$ cat src/rtl/counter_bcd_display_if.sv
// Count/display bus between the key/clock front end and the per-digit display decoders.
// Latency: none (wires only).
// Backpressure: none; bcd_valid is a one-cycle pulse and bcd/blank hold between pulses.
// Ports: en/up/load/load_val flow from master to slave; count, wrap, bcd, blank,
// bcd_valid, busy flow from slave to master.
interface counter_bcd_display_if #(
    parameter int WIDTH  = 16,
    parameter int DIGITS = 5
) ();
    logic                  en;
    logic                  up;
    logic                  load;
    logic [WIDTH-1:0]      load_val;
    logic [WIDTH-1:0]      count;
    logic                  wrap;
    logic [4*DIGITS-1:0]   bcd;
    logic [DIGITS-1:0]     blank;
    logic                  bcd_valid;
    logic                  busy;

    modport master (
        output en, up, load, load_val,
        input  count, wrap, bcd, blank, bcd_valid, busy
    );

    modport slave (
        input  en, up, load, load_val,
        output count, wrap, bcd, blank, bcd_valid, busy
    );
endinterface

$ cat src/rtl/counter_bcd_display.sv
// Prescaled up/down modulus counter feeding a sequential double-dabble BCD converter.
// Latency: bcd follows a count change WIDTH+2 edges later when the converter is idle.
// Backpressure: none; count changes during a conversion are picked up by the next snapshot.
// Ports: CLOCK_50 (clock), reset (sync, active high), bus (slave side of counter_bcd_display_if).
module counter_bcd_display #(
    parameter int               WIDTH     = 16,
    parameter int               DIGITS    = 5,
    parameter logic [WIDTH-1:0] MAX_COUNT = '1,
    parameter int               PRESCALE  = 1
) (
    input  logic                  CLOCK_50,
    input  logic                  reset,
    counter_bcd_display_if.slave  bus
);
    localparam int PW = (PRESCALE > 1) ? $clog2(PRESCALE) : 1;
    localparam int IW = $clog2(WIDTH + 1);
    localparam int SW = 4 * DIGITS;
    localparam logic [PW-1:0] PRE_LAST = PW'(PRESCALE - 1);

    typedef enum logic [1:0] {IDLE, SHIFT, DONE} state_t;

    logic [WIDTH-1:0]  count_q;
    logic [PW-1:0]     pre_cnt;
    logic              wrap_q;
    logic              step;

    state_t            state;
    logic [WIDTH-1:0]  bin_sr;
    logic [SW-1:0]     scratch;
    logic [SW-1:0]     adj;
    logic [IW-1:0]     iter;
    logic [WIDTH-1:0]  last_conv;
    logic              first_pending;
    logic [SW-1:0]     bcd_q;
    logic [DIGITS-1:0] blank_q;
    logic [DIGITS-1:0] blank_nxt;
    logic              bcd_valid_q;
    logic              busy_q;

    assign step = bus.en && (pre_cnt == PRE_LAST);

    // Counter: load beats step, and a load also restarts the prescaler.
    always_ff @(posedge CLOCK_50) begin
        if (reset) begin
            count_q <= '0;
            pre_cnt <= '0;
            wrap_q  <= 1'b0;
        end else begin
            wrap_q <= 1'b0;
            if (bus.load) begin
                count_q <= (bus.load_val > MAX_COUNT) ? MAX_COUNT : bus.load_val;
                pre_cnt <= '0;
            end else if (bus.en) begin
                pre_cnt <= step ? '0 : pre_cnt + 1'b1;
                if (step) begin
                    if (bus.up) begin
                        if (count_q == MAX_COUNT) begin
                            count_q <= '0;
                            wrap_q  <= 1'b1;
                        end else begin
                            count_q <= count_q + 1'b1;
                        end
                    end else begin
                        if (count_q == '0) begin
                            count_q <= MAX_COUNT;
                            wrap_q  <= 1'b1;
                        end else begin
                            count_q <= count_q - 1'b1;
                        end
                    end
                end
            end
        end
    end

    // Add-3 correction applied to every nibble before each shift.
    always_comb begin
        adj = scratch;
        for (int d = 0; d < DIGITS; d++) begin
            if (scratch[4*d +: 4] >= 4'd5) begin
                adj[4*d +: 4] = scratch[4*d +: 4] + 4'd3;
            end
        end
    end

    // A digit is blanked when it and every more significant digit are zero;
    // digit 0 always shows so a zero count still displays "0".
    always_comb begin
        logic run;
        run       = 1'b1;
        blank_nxt = '0;
        for (int i = DIGITS - 1; i >= 1; i--) begin
            run          = run & (scratch[4*i +: 4] == 4'd0);
            blank_nxt[i] = run;
        end
    end

    always_ff @(posedge CLOCK_50) begin
        if (reset) begin
            state         <= IDLE;
            bin_sr        <= '0;
            scratch       <= '0;
            iter          <= '0;
            last_conv     <= '0;
            first_pending <= 1'b1;
            bcd_q         <= '0;
            blank_q       <= ~(DIGITS'(1));
            bcd_valid_q   <= 1'b0;
            busy_q        <= 1'b0;
        end else begin
            bcd_valid_q <= 1'b0;
            case (state)
                IDLE: begin
                    // first_pending forces one conversion after reset even though
                    // count and last_conv both read zero.
                    if (first_pending || (count_q != last_conv)) begin
                        bin_sr        <= count_q;
                        last_conv     <= count_q;
                        scratch       <= '0;
                        iter          <= '0;
                        first_pending <= 1'b0;
                        busy_q        <= 1'b1;
                        state         <= SHIFT;
                    end
                end
                SHIFT: begin
                    {scratch, bin_sr} <= {adj, bin_sr} << 1;
                    iter              <= iter + 1'b1;
                    if (iter == IW'(WIDTH - 1)) begin
                        state <= DONE;
                    end
                end
                DONE: begin
                    bcd_q       <= scratch;
                    blank_q     <= blank_nxt;
                    bcd_valid_q <= 1'b1;
                    busy_q      <= 1'b0;
                    state       <= IDLE;
                end
                default: state <= IDLE;
            endcase
        end
    end

    assign bus.count     = count_q;
    assign bus.wrap      = wrap_q;
    assign bus.bcd       = bcd_q;
    assign bus.blank     = blank_q;
    assign bus.bcd_valid = bcd_valid_q;
    assign bus.busy      = busy_q;
endmodule

$ cat src/flat_wrapper.sv
// flat-port wrapper written by rule: the top's interface ports become plain ports
module counter_bcd_display_flat 
#(
    parameter int               WIDTH     = 16,
    parameter int               DIGITS    = 5,
    parameter logic [WIDTH-1:0] MAX_COUNT = '1,
    parameter int               PRESCALE  = 1
)
  (CLOCK_50, reset, bus_en, bus_up, bus_load, bus_load_val, bus_count, bus_wrap, bus_bcd, bus_blank, bus_bcd_valid, bus_busy);
  counter_bcd_display_if #(.WIDTH(WIDTH), .DIGITS(DIGITS)) bus_i ();
  input  logic CLOCK_50;
  input  logic reset;
  input wire logic [$bits(bus_i.en)-1:0] bus_en;
  input wire logic [$bits(bus_i.up)-1:0] bus_up;
  input wire logic [$bits(bus_i.load)-1:0] bus_load;
  input wire logic [$bits(bus_i.load_val)-1:0] bus_load_val;
  output wire logic [$bits(bus_i.count)-1:0] bus_count;
  output wire logic [$bits(bus_i.wrap)-1:0] bus_wrap;
  output wire logic [$bits(bus_i.bcd)-1:0] bus_bcd;
  output wire logic [$bits(bus_i.blank)-1:0] bus_blank;
  output wire logic [$bits(bus_i.bcd_valid)-1:0] bus_bcd_valid;
  output wire logic [$bits(bus_i.busy)-1:0] bus_busy;
  assign bus_i.en = bus_en;
  assign bus_i.up = bus_up;
  assign bus_i.load = bus_load;
  assign bus_i.load_val = bus_load_val;
  assign bus_count = bus_i.count;
  assign bus_wrap = bus_i.wrap;
  assign bus_bcd = bus_i.bcd;
  assign bus_blank = bus_i.blank;
  assign bus_bcd_valid = bus_i.bcd_valid;
  assign bus_busy = bus_i.busy;
  counter_bcd_display #(.WIDTH(WIDTH), .DIGITS(DIGITS), .MAX_COUNT(MAX_COUNT), .PRESCALE(PRESCALE)) u_core (.CLOCK_50(CLOCK_50), .reset(reset), .bus(bus_i));
endmodule
$ cat config.mk
export PLATFORM = sky130hd
export DESIGN_NAME = counter_bcd_display_flat
export DESIGN_NICKNAME = d
export VERILOG_FILES = /design/src/rtl/counter_bcd_display_if.sv /design/src/rtl/counter_bcd_display.sv /design/src/flat_wrapper.sv
export SDC_FILE = /design/constraint.sdc
export NUM_CORES = 1
export LEC_CHECK = 0
export BUFFER_PORTS_ARGS = -buffer_cell sky130_fd_sc_hd__buf_2
export CAP_MARGIN = 20
export CORE_MARGIN = 3
export CORE_UTILIZATION = 60
export CTS_BUF_LIST = sky130_fd_sc_hd__clkbuf_2 sky130_fd_sc_hd__clkbuf_4 sky130_fd_sc_hd__clkbuf_8
export CTS_CLUSTER_DIAMETER = 120
export DETAILED_ROUTE_END_ITERATION = 7
export PLACE_DENSITY = 0.91
export REMOVE_ABC_BUFFERS = 1
export SETUP_SLACK_MARGIN = 0.2
export SYNTH_ARGS = -nofsm -noshare
export SYNTH_HDL_FRONTEND = slang
export SYNTH_SLANG_ARGS = --single-unit
$ cat constraint.sdc
create_clock -name CLOCK_50 -period 2.35 [get_ports CLOCK_50]
set_input_delay 0.235 -clock CLOCK_50 [delete_from_list [all_inputs] [get_ports CLOCK_50]]
set_output_delay 0.235 -clock CLOCK_50 [all_outputs]
set_load 0.03 [all_outputs]
==> results.json <==
{
  "cells_after_dpl": 805,
  "layout.area.seq_mm2": 0.002101,
  "synth_edf_count": 0,
  "skew_pair_late_insertion_delay_ps": 380,
  "num-nets-final": 754,
  "number_of_buffers_on_the_longest_clock_path": 2,
  "num_antenna_cells": 0,
  "dp_hpwl_um": 10400,
  "clk_pin_slew_ps": 110,
  "port-buffer-count": 63,
  "critPathSlowestCell": "sky130_fd_sc_hd__or3_4",
  "critical_path.max_fanout": 18,
  "timing.slew.headroom_pct": 56.58,
  "layout_common_cells": "sky130_fd_sc_hd__dfxtp_1 (93), sky130_fd_sc_hd__nand2_1 (87), sky130_fd_sc_hd__buf_2 (63), sky130_fd_sc_hd__nor2_1 (60), sky130_fd_sc_hd__a21oi_1 (50)",
  "post_synth_fa_ha_maj_area_fraction_pct": 4.170,
  "std_cell_core_area_mm2": 0.008464,
  "preCtsSetupSlack_ps": 116.2,
  "start_util_pct": 63.81,
  "worstReg2RegStart": "u_core.bus.count[15]",
  "endpoint_kind_of_the_worst_setup_timing_path": "flop",
  "hold_class": "in2reg",
  "final_util_pct": 75.49,
  "final_layout_size_suffix_gt1_share_pct": 24.72,
  "total_wire_length_after_detailed_routing_um": 15310,
  "clock_tree.root_cell": "sky130_fd_sc_hd__clkbuf_8",
  "ioPinCount": 65,
  "ys_dominant_reg_cell": "sky130_fd_sc_hd__dfxtp_1",
  "ant_nets": 0,
  "synth_compound_area_share_pct": 20.27,
  "tritoncts.num_buffers": 9,
  "achievable-frequency_mhz": 462.5,
  "cp.depth": 7,
  "final_max_slew_viol_count": 0,
  "grt_first_pass_wirelength_um": 23380,
  "worst-endpoint-arrival_ps": 2400,
  "vias_per_cell": 6.331,
  "cts_num_sinks": 104,
  "multi_input_area_mm2": 0.003146,
  "synthesis.area_mm2": 0.005401,
  "num-fill-cells": 590,
  "timing.critical_path.from_type": "flop",
  "yosysWarnings": 0,
  "grt_setup_unrepaired": "true",
  "setup_violations": 0,
  "number_of_different_library_cells_in_the_post_synthesis_netlist": 68,
  "worst_ep_required_time_ps": 2590,
  "die_width_um": 100.9,
  "period_minus_slack_ps": 2162,
  "synth_simple_gate_area_share_pct": 20.38,
  "floorplan.rows": 33,
  "post_cts_hold_buffer_count": 0,
  "die_area_mm2": 0.01018,
  "postSynthRegisterBits": 104,
  "power.density_mw_per_mm2": 592.7,
  "area.growth.synth_to_final_pct": 18.30,
  "irDropWorstVdd_v": 0.0003427,
  "r2r_cells": 7,
  "timing.max_cap.violations": 0,
  "tightest_slew_ps": 648.9,
  "delay_heaviest_family_cp": "simple AND/OR/NAND/NOR gates",
  "total_leakage_power_nw": 2.678,
  "cts_tree": "done",
  "final_non_filler_cells": 825,
  "multiplexer_area_fraction_after_synthesis_pct": 5.953,
  "setup.reg_to_reg.worst_slack_ps": 190,
  "path_class": "reg2reg",
  "grt_overflow": 0,
  "htree_num_levels": 3,
  "drtPass1Iterations": 5,
  "synth_seq_area_share_pct": 38.55,
  "routabilityCongestion": 0.9750,
  "drc_errors": 0,
  "crit_end": "u_core.bin_sr[13]",
  "grt_util_all_layers_pct": 28.64,
  "post_synthesis_mean_instance_area_um2": 8.400,
  "worstPathCellList": "xnor2_1, nand4_1, or3_4, o31a_4, clkbuf_16, nor2_1, a211oi_1",
  "dieHeight_um": 100.9,
  "initial_antenna_violation_count": 0,
  "worst_hold_path.num_cells": 2,
  "final_min_period_over_clock_period_pct": 92.01,
  "syn_inst": 643,
  "grt_pass1_vias": 4724,
  "critical_path.reg2reg.endpoint": "u_core.bin_sr[13]",
  "synth_top_family_by_area": "simple AND/OR/NAND/NOR gates",
  "setup.worst_path.start": "u_core.bus.count[15]",
  "dr.first_iter.drc_count": 493,
  "worst-path-buf-inv": 1,
  "largest_net_degree_at_the_start_of_global_routing": 40,
  "final.setup.worst_slack_ps": 187.8,
  "report.final.hold_viol_count": 0,
  "vias": 5223,
  "synthXorXnorAreaFrac_pct": 4.540,
  "wl_per_cell_um": 18.56,
  "worst_path_largest_cell_delay_ps": 420,
  "fin_worst_skew_ps": 16.51,
  "async_reset_ff_share_pct": 0,
  "final_cell_area_mm2": 0.006390,
  "run_status": "complete, no violations",
  "post_dp_cell_area_mm2": 0.005938,
  "layout.cells.most_common": "sky130_fd_sc_hd__dfxtp_1"
}
how the worst min path moves through the flow:
stage | from | endpoint
finish | bus_en | u_core.pre_cnt
global route | bus_en | u_core.pre_cnt
CTS | bus_en | u_core.pre_cnt
detailed placement | bus_en | u_core.pre_cnt
global placement | bus_en | u_core.pre_cnt
floorplan | reset | u_core.bus.count[7]
cell type report:
| cell class | count | share of cell area, % |
|---|---|---|
| clock buffers | 9 | 1.939 |
| repair buffers | 110 | 11.26 |
| clock inverters | 7 | 1.351 |
| flip-flops and latches | 104 | 32.88 |
| well taps | 105 | 2.056 |
| multi-input cells | 468 | 49.23 |
| inverters | 22 | 1.292 |
stage by stage:
step / TNS [ps] / total power [mW] / hold WS [ps]
floorplan: -7794 / 2.292 / 303.9
CTS: 0 / 3.732 / 22.77
global placement: 0 / 2.545 / 423.8
finish: 0 / 3.787 / 29.86
detailed placement: 0 / 2.559 / 433.6
global route: 0 / 3.907 / 35.65
worst register-to-register path, cell delays in order (launching register included):
cell                        delay (ps)
sky130_fd_sc_hd__dfxtp_1           330
sky130_fd_sc_hd__xnor2_1           180
sky130_fd_sc_hd__nand4_1           260
sky130_fd_sc_hd__or3_4             420
sky130_fd_sc_hd__o31a_4            410
sky130_fd_sc_hd__clkbuf_16         210
sky130_fd_sc_hd__nor2_1            140
sky130_fd_sc_hd__a211oi_1           80
cells by family after synthesis:
logic type                 count (synthesis)
muxes                                     32
adders and majority gates                 18
DFF                                      104
and+or+nand+nor                          228
other                                      1
buffers and inverters                     71
AOI/OAI and AO/OA                        161
xor gates and xnor gates                  28
registers in the layout, summed over array words and instances, names as in the netlist:
signal                count
u_core.last_conv         16
u_core.state              2
u_core.bus.count         16
u_core.pre_cnt            1
u_core.scratch           20
u_core.bus.blank          4
u_core.first_pending      1
u_core.bus.wrap           1
u_core.bus.busy           1
u_core.bus.bcd_valid      1
u_core.bus.bcd           20
u_core.iter               5
u_core.bin_sr            16
report_power, final:
part / switching [mW] / total, mW / internal, mW / leakage [nW]
Sequential: 0.0709 / 1.90 / 1.83 / 0.851
Combinational: 0.431 / 0.698 / 0.267 / 1.72
Clock: 0.674 / 1.19 / 0.517 / 0.104
Total: 1.18 / 3.79 / 2.61 / 2.68
layer usage:
metal	track usage, %	part of all wire, %	vias to the layer above
met3	6.851	8.8	45
met5	0	0	-
met2	45.42	48	290
met1	37.69	41	2456
li1	-	-	2432
met4	10.88	2.5	0
repair_timing:
action / 4_1_cts / 5_1_grt
cloned: 0 / 2
resized for setup: 5 / 40
pin swaps: 0 / 8
setup buffers: 0 / 2
setup endpoints to repair: 16 / 60
cell usage after synthesis, types with 3 or more instances:
master	number	area share, %
sky130_fd_sc_hd__a211oi_1	18	2.5
sky130_fd_sc_hd__a21oi_1	51	4.7
sky130_fd_sc_hd__a22o_1	5	0.81
sky130_fd_sc_hd__a31oi_1	6	0.70
sky130_fd_sc_hd__a32o_1	5	0.93
sky130_fd_sc_hd__a41o_1	3	0.56
sky130_fd_sc_hd__buf_2	13	1.2
sky130_fd_sc_hd__buf_4	4	0.56
sky130_fd_sc_hd__buf_6	4	0.83
sky130_fd_sc_hd__clkbuf_1	26	1.8
sky130_fd_sc_hd__dfxtp_1	104	39
sky130_fd_sc_hd__ha_1	18	4.2
sky130_fd_sc_hd__inv_1	19	1.3
sky130_fd_sc_hd__mux2i_1	31	5.7
sky130_fd_sc_hd__nand2_1	87	6.0
sky130_fd_sc_hd__nand2b_1	9	1.0
sky130_fd_sc_hd__nand3_1	9	0.83
sky130_fd_sc_hd__nand4_1	6	0.70
sky130_fd_sc_hd__nor2_1	61	4.2
sky130_fd_sc_hd__nor2b_1	4	0.46
sky130_fd_sc_hd__nor3_1	16	1.5
sky130_fd_sc_hd__nor3b_1	3	0.42
sky130_fd_sc_hd__nor4_1	6	0.70
sky130_fd_sc_hd__o211ai_1	5	0.70
sky130_fd_sc_hd__o21ai_0	25	2.3
sky130_fd_sc_hd__o22ai_1	4	0.46
sky130_fd_sc_hd__o32ai_1	8	1.3
sky130_fd_sc_hd__o41ai_1	5	0.81
sky130_fd_sc_hd__or2_2	3	0.35
sky130_fd_sc_hd__or3_1	6	0.70
sky130_fd_sc_hd__xnor2_1	10	1.6
sky130_fd_sc_hd__xor2_1	18	2.9
Note: power is estimated with default switching activity, not from simulation.
